===== src/rtl/uart_pkg.sv =====
// Shared types and defaults for the UART receive controller.
package uart_pkg;

   localparam int DATA_W            = 8;
   localparam int FIFO_DEPTH_DEF    = 4;
   localparam int TIMEOUT_TICKS_DEF = 640;

   typedef enum logic [1:0] {
      ST_DISABLED = 2'd0,
      ST_ACTIVE   = 2'd1,
      ST_FLUSH    = 2'd2
   } rx_state_e;

endpackage


===== src/rtl/rx_fifo.sv =====
// Synchronous byte FIFO with occupancy count and a registered head byte
// that keeps its last value while the FIFO is empty.
module rx_fifo
   import uart_pkg::*;
#(
   parameter int DEPTH = FIFO_DEPTH_DEF
) (
   input  logic                     clk,
   input  logic                     rst,
   input  logic                     clear_i,
   input  logic                     push_i,
   input  logic [DATA_W-1:0]        wdata_i,
   input  logic                     pop_i,
   output logic [DATA_W-1:0]        rdata_o,
   output logic [$clog2(DEPTH):0]   count_o,
   output logic                     full_o,
   output logic                     empty_o
);

   localparam int AW = $clog2(DEPTH);
   localparam int CW = AW + 1;

   logic [DATA_W-1:0] mem_q [DEPTH];
   logic [AW-1:0]     wr_ptr_q;
   logic [AW-1:0]     rd_ptr_q;
   logic [AW-1:0]     rd_ptr_d;
   logic [CW-1:0]     count_q;
   logic [CW-1:0]     count_d;
   logic [DATA_W-1:0] rdata_q;
   logic [DATA_W-1:0] head_d;
   logic              do_push;
   logic              do_pop;

   assign empty_o = (count_q == '0);
   assign full_o  = (count_q == CW'(DEPTH));

   // A clear wins over both pop and push; a push into a full FIFO only
   // proceeds when a pop frees a slot in the same cycle.
   assign do_pop   = pop_i && !empty_o && !clear_i;
   assign do_push  = push_i && (!full_o || do_pop) && !clear_i;
   assign rd_ptr_d = rd_ptr_q + AW'(do_pop);
   assign count_d  = count_q + CW'(do_push) - CW'(do_pop);

   // Select the byte that will be at the head after this cycle's update.
   always_comb begin
      // NOTE: default first so every path assigns head_d and no latch is inferred.
      head_d = mem_q[rd_ptr_d];
      if (do_push && (wr_ptr_q == rd_ptr_d)) begin
         head_d = wdata_i;
      end
   end

   // Pointer, count and head-byte registers.
   always_ff @(posedge clk or posedge rst) begin
      // NOTE: sequential state uses non-blocking assignments so every flop samples pre-edge values.
      if (rst) begin
         wr_ptr_q <= '0;
         rd_ptr_q <= '0;
         count_q  <= '0;
         rdata_q  <= '0;
      end else if (clear_i) begin
         wr_ptr_q <= '0;
         rd_ptr_q <= '0;
         count_q  <= '0;
      end else begin
         if (do_push) begin
            wr_ptr_q <= wr_ptr_q + AW'(1);
         end
         rd_ptr_q <= rd_ptr_d;
         count_q  <= count_d;
         if (count_d != '0) begin
            rdata_q <= head_d;
         end
      end
   end

   // Byte storage.
   always_ff @(posedge clk) begin
      // NOTE: the storage array is not reset; pointers and count define which entries are valid.
      if (do_push) begin
         mem_q[wr_ptr_q] <= wdata_i;
      end
   end

   assign rdata_o = rdata_q;
   assign count_o = count_q;

endmodule


===== src/rtl/uart_rx_ctrl.sv =====
// UART receive controller: oversample tick generator, strobe synchronizer,
// receive FIFO with overrun flag, and an idle-line timeout.
module uart_rx_ctrl
   import uart_pkg::*;
#(
   parameter int FIFO_DEPTH    = FIFO_DEPTH_DEF,
   parameter int TIMEOUT_TICKS = TIMEOUT_TICKS_DEF
) (
   input  logic                          clk,
   input  logic                          reset,
   input  logic                          en,
   input  logic [15:0]                   baud_div,
   input  logic                          flush,
   output logic                          s_tick,
   input  logic                          rx_doneTick,
   input  logic [DATA_W-1:0]             rx_dataOut,
   output logic [DATA_W-1:0]             rd_data,
   output logic                          rd_valid,
   input  logic                          rd_ready,
   output logic [$clog2(FIFO_DEPTH):0]   fifo_count,
   output logic                          overrun,
   input  logic                          overrun_clr,
   output logic                          idle_timeout
);

   localparam int IW = $clog2(TIMEOUT_TICKS + 1);

   rx_state_e     state_q;
   logic [15:0]   eff_div;
   logic [15:0]   baud_cnt_q;
   logic [15:0]   baud_cnt_d;
   logic          sync1_q;
   logic          sync2_q;
   logic          sync3_q;
   logic          capture;
   logic          push;
   logic          pop;
   logic          clear;
   logic          fifo_full;
   logic          fifo_empty;
   logic          overrun_q;
   logic          overrun_set;
   logic [IW-1:0] idle_cnt_q;
   logic [IW-1:0] idle_cnt_d;
   logic          idle_hit;
   logic          idle_q;

   // Operating mode: en=0 always forces DISABLED; FLUSH lasts exactly one cycle.
   always_ff @(posedge clk or posedge reset) begin
      if (reset) begin
         state_q <= ST_DISABLED;
      end else if (!en) begin
         state_q <= ST_DISABLED;
      end else begin
         case (state_q)
            ST_DISABLED: state_q <= ST_ACTIVE;
            ST_ACTIVE:   if (flush) state_q <= ST_FLUSH;
            default:     state_q <= ST_ACTIVE;
         endcase
      end
   end

   // Divisors below 2 are clamped so the tick never becomes a constant level.
   assign eff_div = (baud_div < 16'd2) ? 16'd2 : baud_div;
   assign s_tick  = (state_q == ST_ACTIVE) && (baud_cnt_q >= eff_div - 16'd1);

   // Baud counter next value: runs only in ACTIVE and wraps on each tick.
   always_comb begin
      baud_cnt_d = '0;
      if ((state_q == ST_ACTIVE) && !s_tick) begin
         baud_cnt_d = baud_cnt_q + 16'd1;
      end
   end

   // Baud counter register.
   always_ff @(posedge clk or posedge reset) begin
      if (reset) baud_cnt_q <= '0;
      else       baud_cnt_q <= baud_cnt_d;
   end

   // Two-flop synchronizer plus a history flop for rising-edge detection.
   always_ff @(posedge clk or posedge reset) begin
      if (reset) begin
         sync1_q <= 1'b0;
         sync2_q <= 1'b0;
         sync3_q <= 1'b0;
      end else begin
         sync1_q <= rx_doneTick;
         sync2_q <= sync1_q;
         sync3_q <= sync2_q;
      end
   end

   assign capture     = sync2_q && !sync3_q;
   assign push        = capture && (state_q == ST_ACTIVE);
   assign pop         = rd_ready && !fifo_empty;
   assign clear       = (state_q == ST_FLUSH);
   assign overrun_set = push && fifo_full && !pop;

   rx_fifo #(
      .DEPTH (FIFO_DEPTH)
   ) u_fifo (
      .clk     (clk),
      .rst     (reset),
      .clear_i (clear),
      .push_i  (push),
      .wdata_i (rx_dataOut),
      .pop_i   (pop),
      .rdata_o (rd_data),
      .count_o (fifo_count),
      .full_o  (fifo_full),
      .empty_o (fifo_empty)
   );

   // Sticky overrun flag; a new drop beats a simultaneous clear.
   always_ff @(posedge clk or posedge reset) begin
      if (reset)            overrun_q <= 1'b0;
      else if (overrun_set) overrun_q <= 1'b1;
      else if (overrun_clr) overrun_q <= 1'b0;
   end

   // Idle counter next value: cleared by line activity, saturates at the limit.
   always_comb begin
      idle_cnt_d = idle_cnt_q;
      if (push || clear) begin
         idle_cnt_d = '0;
      end else if (s_tick && (idle_cnt_q != IW'(TIMEOUT_TICKS))) begin
         idle_cnt_d = idle_cnt_q + IW'(1);
      end
   end

   // Reaching the limit happens once per push because the counter then saturates.
   assign idle_hit = !push && !clear && s_tick && (idle_cnt_q == IW'(TIMEOUT_TICKS - 1));

   // Idle counter and registered timeout pulse.
   always_ff @(posedge clk or posedge reset) begin
      if (reset) begin
         idle_cnt_q <= '0;
         idle_q     <= 1'b0;
      end else begin
         idle_cnt_q <= idle_cnt_d;
         idle_q     <= idle_hit && !fifo_empty;
      end
   end

   assign rd_valid     = !fifo_empty;
   assign overrun      = overrun_q;
   assign idle_timeout = idle_q;

endmodule


===== config.mk =====
export PLATFORM = sky130hd
export DESIGN_NAME = uart_rx_ctrl
export DESIGN_NICKNAME = d
export VERILOG_FILES = /design/src/rtl/uart_pkg.sv /design/src/rtl/rx_fifo.sv /design/src/rtl/uart_rx_ctrl.sv
export SDC_FILE = /design/constraint.sdc
export NUM_CORES = 1
export LEC_CHECK = 0
export BUFFER_PORTS_ARGS = -buffer_cell sky130_fd_sc_hd__buf_2
export CORE_UTILIZATION = 63
export CTS_BUF_LIST = sky130_fd_sc_hd__clkbuf_8 sky130_fd_sc_hd__clkbuf_16
export CTS_CLUSTER_SIZE = 10
export DETAILED_ROUTE_END_ITERATION = 12
export PLACE_DENSITY = 0.85
export SLEW_MARGIN = 20
export SYNTH_ARGS = -nofsm -noshare
export SYNTH_HDL_FRONTEND = slang
export SYNTH_SLANG_ARGS = --single-unit

===== constraint.sdc =====
create_clock -name clk -period 14.3 [get_ports clk]
set_input_delay 2.86 -clock clk [delete_from_list [all_inputs] [get_ports clk]]
set_output_delay 2.86 -clock clk [all_outputs]
set_load 0.05 [all_outputs]

# After elaboration in Yosys (flattened, before gate mapping)
# Memories as Yosys holds them, arrays and structs flattened. A register that Yosys moved wholly into a read port is not among the register bits.
# Index checks and enable logic that the tools add are counted.
word_totals:
  in_bits: 31
  wordCells: 74
  out_inout_bits: 15
  reg_bits: 40
  memories: 1
  ramBits: 32
op_classes:
  magnitude_cmp: 2
  bitwise_logic: 1
  add_sub_neg: 7
  n_mux: 15
  reduce_logical: 31
  eq_ne: 6
memory_table:
  columns: ["memory", "words", "width", "rd", "rd_clocked_by_memory_dff", "wr", "line", "rtl"]
  rows:
  - ["u_fifo.mem_q", 4, 8, 1, 1, 1, "rx_fifo.sv:23", "logic [DATA_W-1:0] mem_q [DEPTH];"]
ops:
  columns: ["op", "n"]
  rows:
  - ["two-way mux 16 bit", 2]
  - ["two-way mux 10 bit", 2]
  - ["adder 16 x 1 -> 16 bit (second input constant)", 1]
  - ["greater-or-equal comparator 16 bit", 1]
  - ["logical AND 1 bit", 16]
  - ["less-than comparator 16 x 2 -> 1 bit (second input constant)", 1]
  - ["subtractor 16 x 1 -> 16 bit (second input constant)", 1]
  - ["two-way mux 2 bit", 6]
  - ["adder 10 x 1 -> 10 bit (second input constant)", 1]
  - ["== test 10 bit (second input constant)", 1]
  - ["!= test 10 bit (second input constant)", 1]
  - ["zero test 1 bit", 7]
  - ["nonzero test 2 bit", 3]
  - ["two-way mux 1 bit", 4]
  - ["adder 3 x 1 -> 3 bit", 1]
  - ["== test 3 bit (second input constant)", 1]
  - ["zero test 3 bit", 1]
  - ["two-way mux 3 bit", 1]
  - ["!= test 3 bit (second input constant)", 1]
  - ["nonzero test 3 bit", 1]
  - ["subtractor 3 x 1 -> 3 bit", 1]
  - ["adder 2 x 1 -> 2 bit", 1]
  - ["adder 2 x 1 -> 2 bit (second input constant)", 1]
  - ["== test 2 x 1 -> 1 bit (second input constant)", 1]
  - ["4 further kinds", 5]

# Depth between registers and ports, before layout
# Gate-level depths: netlist (run 1).
logic_depth:
  ltp_word: 12
  ltp_mapped: 19

# Cells and area by module
# From an unflattened synthesis (run 1), not the netlist that was laid out.
hier_totals:
  hier_cells: 366
  hier_area_um2: 4385.5
by_module_without_submodules:
  columns: ["mod", "cells_per_inst", "area_each_um2", "n_inst"]
  rows:
  - ["uart_rx_ctrl", 241, 2265.9, 1]
  - ["rx_fifo", 125, 2119.5, 1]

# Least setup slack after synthesis (run 1)
# Ideal clock, no wire load.
synth_timing:
  kind: "input to output"
  start: "in baud_div[14]"
  end: "out s_tick"
  slack_ns: 4.534
  stages: 17
  arrival_ns: 6.906
  path_cell_list: "or4_4 -> or3_1 -> nor4_2 -> nand2b_1 -> ha_1 -> nand2b_1 -> or3_4 -> nor3_4 -> nand2b_1 -> nor4_2 -> xnor2_1 -> ha_1 -> nand4_1 -> nor3_1 -> a2111oi_4 -> and3_1 -> nor2_1"
synth_between:
  elab_chain_len: 5
synth_lines:
  columns: ["item", "line", "rtl"]
  rows:
  - ["start: declaration", "uart_rx_ctrl.sv:12", "input logic [15:0] baud_div,"]
  - ["less-than comparator 16 x 2 -> 1 bit", "uart_rx_ctrl.sv:64", "assign eff_div = (baud_div < 16'd2) ? 16'd2 : baud_div;"]
  - ["two-way mux 16 bit (*)", "uart_rx_ctrl.sv:64", null]
  - ["subtractor 16 x 1 -> 16 bit (*)", "uart_rx_ctrl.sv:65", "assign s_tick = (state_q == ST_ACTIVE) && (baud_cnt_q >= eff_div - 16'd1);"]
  - ["greater-or-equal comparator 16 bit (*)", "uart_rx_ctrl.sv:65", null]
  - ["logical AND 1 bit (*)", "uart_rx_ctrl.sv:65", null]
  - ["end: declaration", "uart_rx_ctrl.sv:14", "output logic s_tick,"]
# Mark *: on every way between the ends. The rest lies on a longest branch, timed or not.

# Worst setup path in the final report (run 1)
# Same ends and word-level chain as after synthesis.

==> results of run 1 <==
==> sequential cells by signal, summed over array words and instances, names as in the netlist <==
name / count
u_fifo.mem_q: 32
baud_cnt_q: 16
idle_cnt_q: 10
u_fifo.rdata_o: 8
u_fifo.count_o: 3
state_q: 2
u_fifo.rd_ptr_q: 2
u_fifo.wr_ptr_q: 2
idle_timeout: 1
overrun: 1
sync1_q: 1
sync2_q: 1
sync3_q: 1
==> Yosys cell counts, drive strengths merged (2+ instances only) <==
cell type / instances
a2111oi: 2
a21o: 5
a21oi: 18
a31oi: 5
a41o: 2
and2: 10
and3: 12
buf: 3
clkbuf: 3
dfrtp: 48
edfxtp: 32
ha: 27
inv: 15
mux2i: 9
mux4: 8
nand2: 17
nand2b: 8
nand3: 12
nand3b: 2
nand4: 6
nor2: 42
nor2b: 2
nor3: 7
nor4: 5
o21ai: 4
or3: 4
or4: 3
xnor2: 22
xor2: 14
==> logic make-up after synthesis <==
group | count (synthesis) | share of synthesized area
DFF | 80 | 0.515
AOI/OAI and AO/OA | 39 | 0.0647
adders and majority gates | 28 | 0.0853
buffers and inverters | 21 | 0.0203
muxes | 17 | 0.0644
xor gates and xnor gates | 36 | 0.0769
and+or+nand+nor | 135 | 0.173
==> per-stage QoR <==
stage                     cells  power [mW]  worst slack [ns]  instance area, µm²
after detailed placement    472       0.565              4.34                4490
final                       488       0.719              4.33                4680
after CTS                   488       0.725              4.32                4680
after global routing        488       0.761              3.91                4680
after global placement      472       0.552              4.51                4490
after floorplan             356       0.502              4.53                4200
==> area by class of cell <==
class,count,area (µm²)
clock buffer,9,124
timing repair buffer,45,225
multi-input combinational,255,1950
inverter,15,57.6
clock inverter,7,63.8
fill,433,1710
tap,77,96.3
sequential,80,2160
==> metal layers <==
metal / GRT usage / up-vias / wire length (µm)
li1: - / 1381 / -
met1: 0.322 / 1418 / 3450
met5: 0 / - / 0
met3: 0.0732 / 8 / 392
met4: 0.0539 / 0 / 63
met2: 0.414 / 88 / 4040
==> worst paths after layout <==
| kind | from | endpoint | slack (ns) |
|---|---|---|---|
| max in group asynchronous | reset | sync2_q$_DFF_PP0_ | 11.15 |
| min in group asynchronous | reset | baud_cnt_q[7]$_DFF_PP0_ | 2.64 |
| min | sync1_q$_DFF_PP0_ | sync2_q$_DFF_PP0_ | 0.36 |
| max reg2reg | u_fifo.count_o[0]$_DFF_PP0_ | u_fifo.rdata_o[2]$_DFFE_PP0P_ | 11.01 |
| min reg2reg | sync1_q$_DFF_PP0_ | sync2_q$_DFF_PP0_ | 0.36 |
| max | baud_div[14] | s_tick | 4.33 |
==> power breakdown <==
| part | switching (mW) | leakage [nW] | internal, mW |
|---|---|---|---|
| Sequential | 0.0191 | 0.915 | 0.268 |
| Clock | 0.0810 | 0.0962 | 0.0790 |
| Combinational | 0.169 | 0.963 | 0.103 |
| Total | 0.270 | 1.97 | 0.450 |
==> critical path, stage by stage <==
cell	delay, ns
buf_2	0.11
or4_4	0.53
or3_1	0.40
nor4_2	0.24
nand2b_1	0.18
ha_1	0.18
nand2b_1	0.11
or3_4	0.37
nor3_4	0.14
nand2b_1	0.11
nor4_2	0.19
xnor2_1	0.10
ha_1	0.30
nand4_1	0.13
nor3_1	0.32
nand3b_1	0.20
and3_1	0.27
nor2_1	0.10
buf_2	0.26
==> impl_metrics.ini, run 1 <==
[status]
status = completed

[global_routing]
grt_max_degree = 49
overflow = 0
grt_use_total = 0.248
grt_first_pass_wirelength_mm = 13.5
grt_pass1_vias = 2896
antenna_found_initial = 0

[cts]
htreeDepth = 3
path_clk_slew_ns = 0.07
cts_tree = yes
ctsHoldBuffers = 0
insertion_delay_ns = 0.35
clockBufferDepth = 2
clock-sinks = 80
cts_resized = 0
cts_root_buf = clkbuf_8
postCtsSetupBuffers = 0
numCtsBuffers = 9

[yosys]
synthTopCellsByArea = dfrtp_1 (29%), edfxtp_1 (23%), ha_1 (8.1%), xnor2_1 (4.6%), mux4_2 (4.3%)
synth_edf_count = 32
synth_top_area_frac = 0.286
netlist.top_cell.by_area = dfrtp_1
ys_seq_elements = 80
synthArstFlopShare = 0.600
synth-main-ff-cell = dfrtp_1
yosysSeqAreaShare = 0.515
yosys_warnings = 0
synth_cell_types = 47
avgSynthCellArea_um2 = 11.8
syn_inst = 356
syn_area_um2 = 4200
syn_nets = 415

[sta]
finalCriticalPeriod_ns = 9.97
max_slew_margin = 0.438
grt_setup_unrepaired = false
post-route-period-util = 0.697
fmax_mhz = 100
finalHoldViolations = 0
tightest_slew_ns = 0.841
hold_ws_ns = 0.359
fin_setup_tns_ns = 0
skew_ns = 0.0124
drv_slew = 0
setup_viol = 0

[critical_path]
worstPathRequired_ns = 11.44
worst_r2r_path_depth = 12
startpoint_type = primary input
end_kind = output pin
worst-path-max-fanout = 5
worstSetupPathType = primary input to output pin
arrival_ns = 7.11

[routing]
wirelength_mm = 7.95
drtAntennaViolNets = 0
drt_iter0_drc = 162
drc = 0
routedWlPerCell_um = 16.3
vias_per_cell = 5.93
vias = 2895
first_pass_iters = 4

[floorplanning]
num_rows = 29
die_area_um2 = 6990
fp.dieW_um = 83.6
fp.dieH_um = 83.6
initial_utilization = 0.657
io_pins = 46
coreArea_um2 = 6390

[finish]
final_common_cell = dfrtp_1
diodes = 0
nNetsFinal = 465
final_core_util = 0.733
synthToLayoutAreaGrowth_pct = 11.5
layout-drive-gt1-share = 0.195
final_cell_mix = dfrtp_1 (48), buf_2 (45), nor2_1 (41), edfxtp_1 (32), ha_1 (27)

[power_and_ir_drop]
vdd_drop_max_mv = 0.144
pwr_density_cell_nw_per_um2 = 154
leakage_nw = 1.97

[placement]
gp_congestion = 0.839
dpl.hpwl_mm = 5.64
port_buffers = 45

[worst_hold_path]
hold_path_depth = 0
hp-class = flip-flop to flip-flop

[run]
cap_violations = 0
No activity file was read; power rests on OpenSTA's default activity.
==> inputs of run 2 (changes only) <==
- CORE_UTILIZATION: 63 -> 53
- PLACE_DENSITY: 0.85 -> 0.76
- clock period: 14.3 -> 8.98 ns (I/O delays scaled with it)
==> run 2 against run 1 <==
Clock skew is 0.0038 ns lower. Highest routed layer unchanged. Power is 60% higher. Utilization is 12 points lower. Cell count is 5.1% higher. Register-to-register slack worse by 5.5 ns. Critical path type unchanged.
==> impl_metrics.ini, run 2 (synthesis gave the netlist of run 1 again) <==
[finish]
synthToLayoutAreaGrowth_pct = 12.6
top_regs = u_fifo.mem_q (32), baud_cnt_q (16), idle_cnt_q (10)
n_fill_cell = 650
layout-drive-gt1-share = 0.195
multi_input_comb_area_um2 = 1950
nNetsFinal = 465
final_common_cell = dfrtp_1
largest_reg_flops = 32
stdcell_area_um2 = 4720
final_cells = 513
regMostFlops = u_fifo.mem_q
final_core_util = 0.614
final_cell_mix = dfrtp_1 (48), buf_2 (45), nor2_1 (42), edfxtp_1 (32), ha_1 (27)
diodes = 0
seq_area_um2 = 2160

[routing]
drc = 0
first_pass_iters = 4
routedWlPerCell_um = 14.5
drt_iter0_drc = 176
drtAntennaViolNets = 0
vias_per_cell = 5.46
vias = 2802
wirelength_mm = 7.45

[power_and_ir_drop]
power_mw = 1.15
leakage_nw = 1.98
pwr_density_cell_nw_per_um2 = 244
vdd_drop_max_mv = 0.208

[critical_path]
end_kind = output pin
max_stage_delay_ns = 0.53
worstPathRequired_ns = 7.18
crit_buf_inv = 2
worstPathCellList = buf_2, or4_4, or3_1, nor4_2, nand2b_1, ha_1, nand2b_1, or3_4, nor3_4, nand2b_1, nor4_2, xnor2_1, ha_1, nand4_1, nor3_1, nand3b_1, and3_1, nor2_1, buf_2
critPathTopFamily = simple AND/OR/NAND/NOR gates
worst-path-max-fanout = 5
timing.rr.start = u_fifo.count_o[1]$_DFF_PP0_
worstSetupPathType = primary input to output pin
r2r_slack_ns = 5.54
worst_r2r_path_depth = 12
arrival_ns = 6.07
reg2reg_to = u_fifo.rdata_o[1]$_DFFE_PP0P_
crit_slowest_cell = or4_4
cp.depth = 19
crit_top_cell = nand2b_1
startpoint_type = primary input

[cts]
clock-sinks = 80
numCtsBuffers = 9
clockBufferDepth = 2
ctsHoldBuffers = 0
cts_root_buf = clkbuf_8
insertion_delay_ns = 0.36
htreeDepth = 3
path_clk_slew_ns = 0.08
cts_resized = 0
cts_tree = yes
postCtsSetupBuffers = 0

[floorplanning]
coreArea_um2 = 7690
fp.dieW_um = 91.0
io_pins = 46
initial_utilization = 0.546
fp.dieH_um = 91.0
die_area_um2 = 8280
num_rows = 32

[placement]
gp_congestion = 0.814
dp_cells = 497
dpl.hpwl_mm = 5.36
dp_slack_ns = 1.16
placed_cell_area_um2 = 4520
port_buffers = 45

[sta]
setup_viol = 0
hold_ws_ns = 0.364
drv_slew = 0
finalCriticalPeriod_ns = 7.86
fin_setup_tns_ns = 0
max_slew_margin = 0.347
post-route-period-util = 0.876
fin_ws_ns = 1.12
fmax_mhz = 127
finalHoldViolations = 0
grt_setup_unrepaired = false
skew_ns = 0.00862
tightest_slew_ns = 0.975

[global_routing]
grt_max_degree = 49
grt_first_pass_wirelength_mm = 13.2
antenna_found_initial = 0
grt_use_total = 0.203
grt_pass1_vias = 2806
overflow = 0

[worst_hold_path]
hp-start = sync1_q$_DFF_PP0_
hp-class = flip-flop to flip-flop
hold_end = sync2_q$_DFF_PP0_
hold_path_depth = 0

[status]
status = completed

[run]
cap_violations = 0
run 2: cell types whose count changed in the layout (fill, tap and decap cells not counted):
cell / previous run / this run
nor2_1: 41 / 42
inv_6: 0 / 2
clkinv_2: 4 / 3
nor2_2: 1 / 0
inv_1: 15 / 14
inv_8: 0 / 1
clkinv_4: 0 / 1
clkinvlp_4: 2 / 0
run 2: layer usage:
layer,routed length [µm],track usage,vias up
met1,3470,0.282,1359
li1,-,-,1384
met2,3640,0.324,50
met4,82,0.0595,0
met5,0,0,-
met3,260,0.0427,9
run 2: cell type report:
type	count	share of cell area
Inverter	15	0.0122
Clock buffer	9	0.0262
Timing Repair Buffer	45	0.0477
Multi-Input combinational cell	255	0.413
Sequential cell	80	0.458
Clock inverter	7	0.0164
Tap cell	102	0.0270
run 2: worst max path at each step:
stage / to / startpoint
after CTS: s_tick / baud_div[14]
final: s_tick / baud_div[14]
after detailed placement: s_tick / baud_div[14]
after global routing: s_tick / baud_div[14]
after global placement: s_tick / baud_div[14]
after floorplan: s_tick / baud_div[14]
run 2: worst register-to-register path, stage by stage, from the launching register on:
cell,delay (ns)
dfrtp_1,0.42
or3_1,0.43
and3_1,0.24
ha_1,0.27
inv_1,0.04
ha_1,0.18
fa_1,0.38
xnor2_1,0.19
xnor2_1,0.15
nor3_1,0.07
nor2_1,0.74
nor2_1,0.09
a21oi_1,0.16
run 2: power by group:
group	total, mW	internal, mW	switching, mW
sequential	0.455	0.427	0.0280
clock	0.271	0.132	0.140
combinational	0.427	0.162	0.264
total	1.15	0.721	0.432
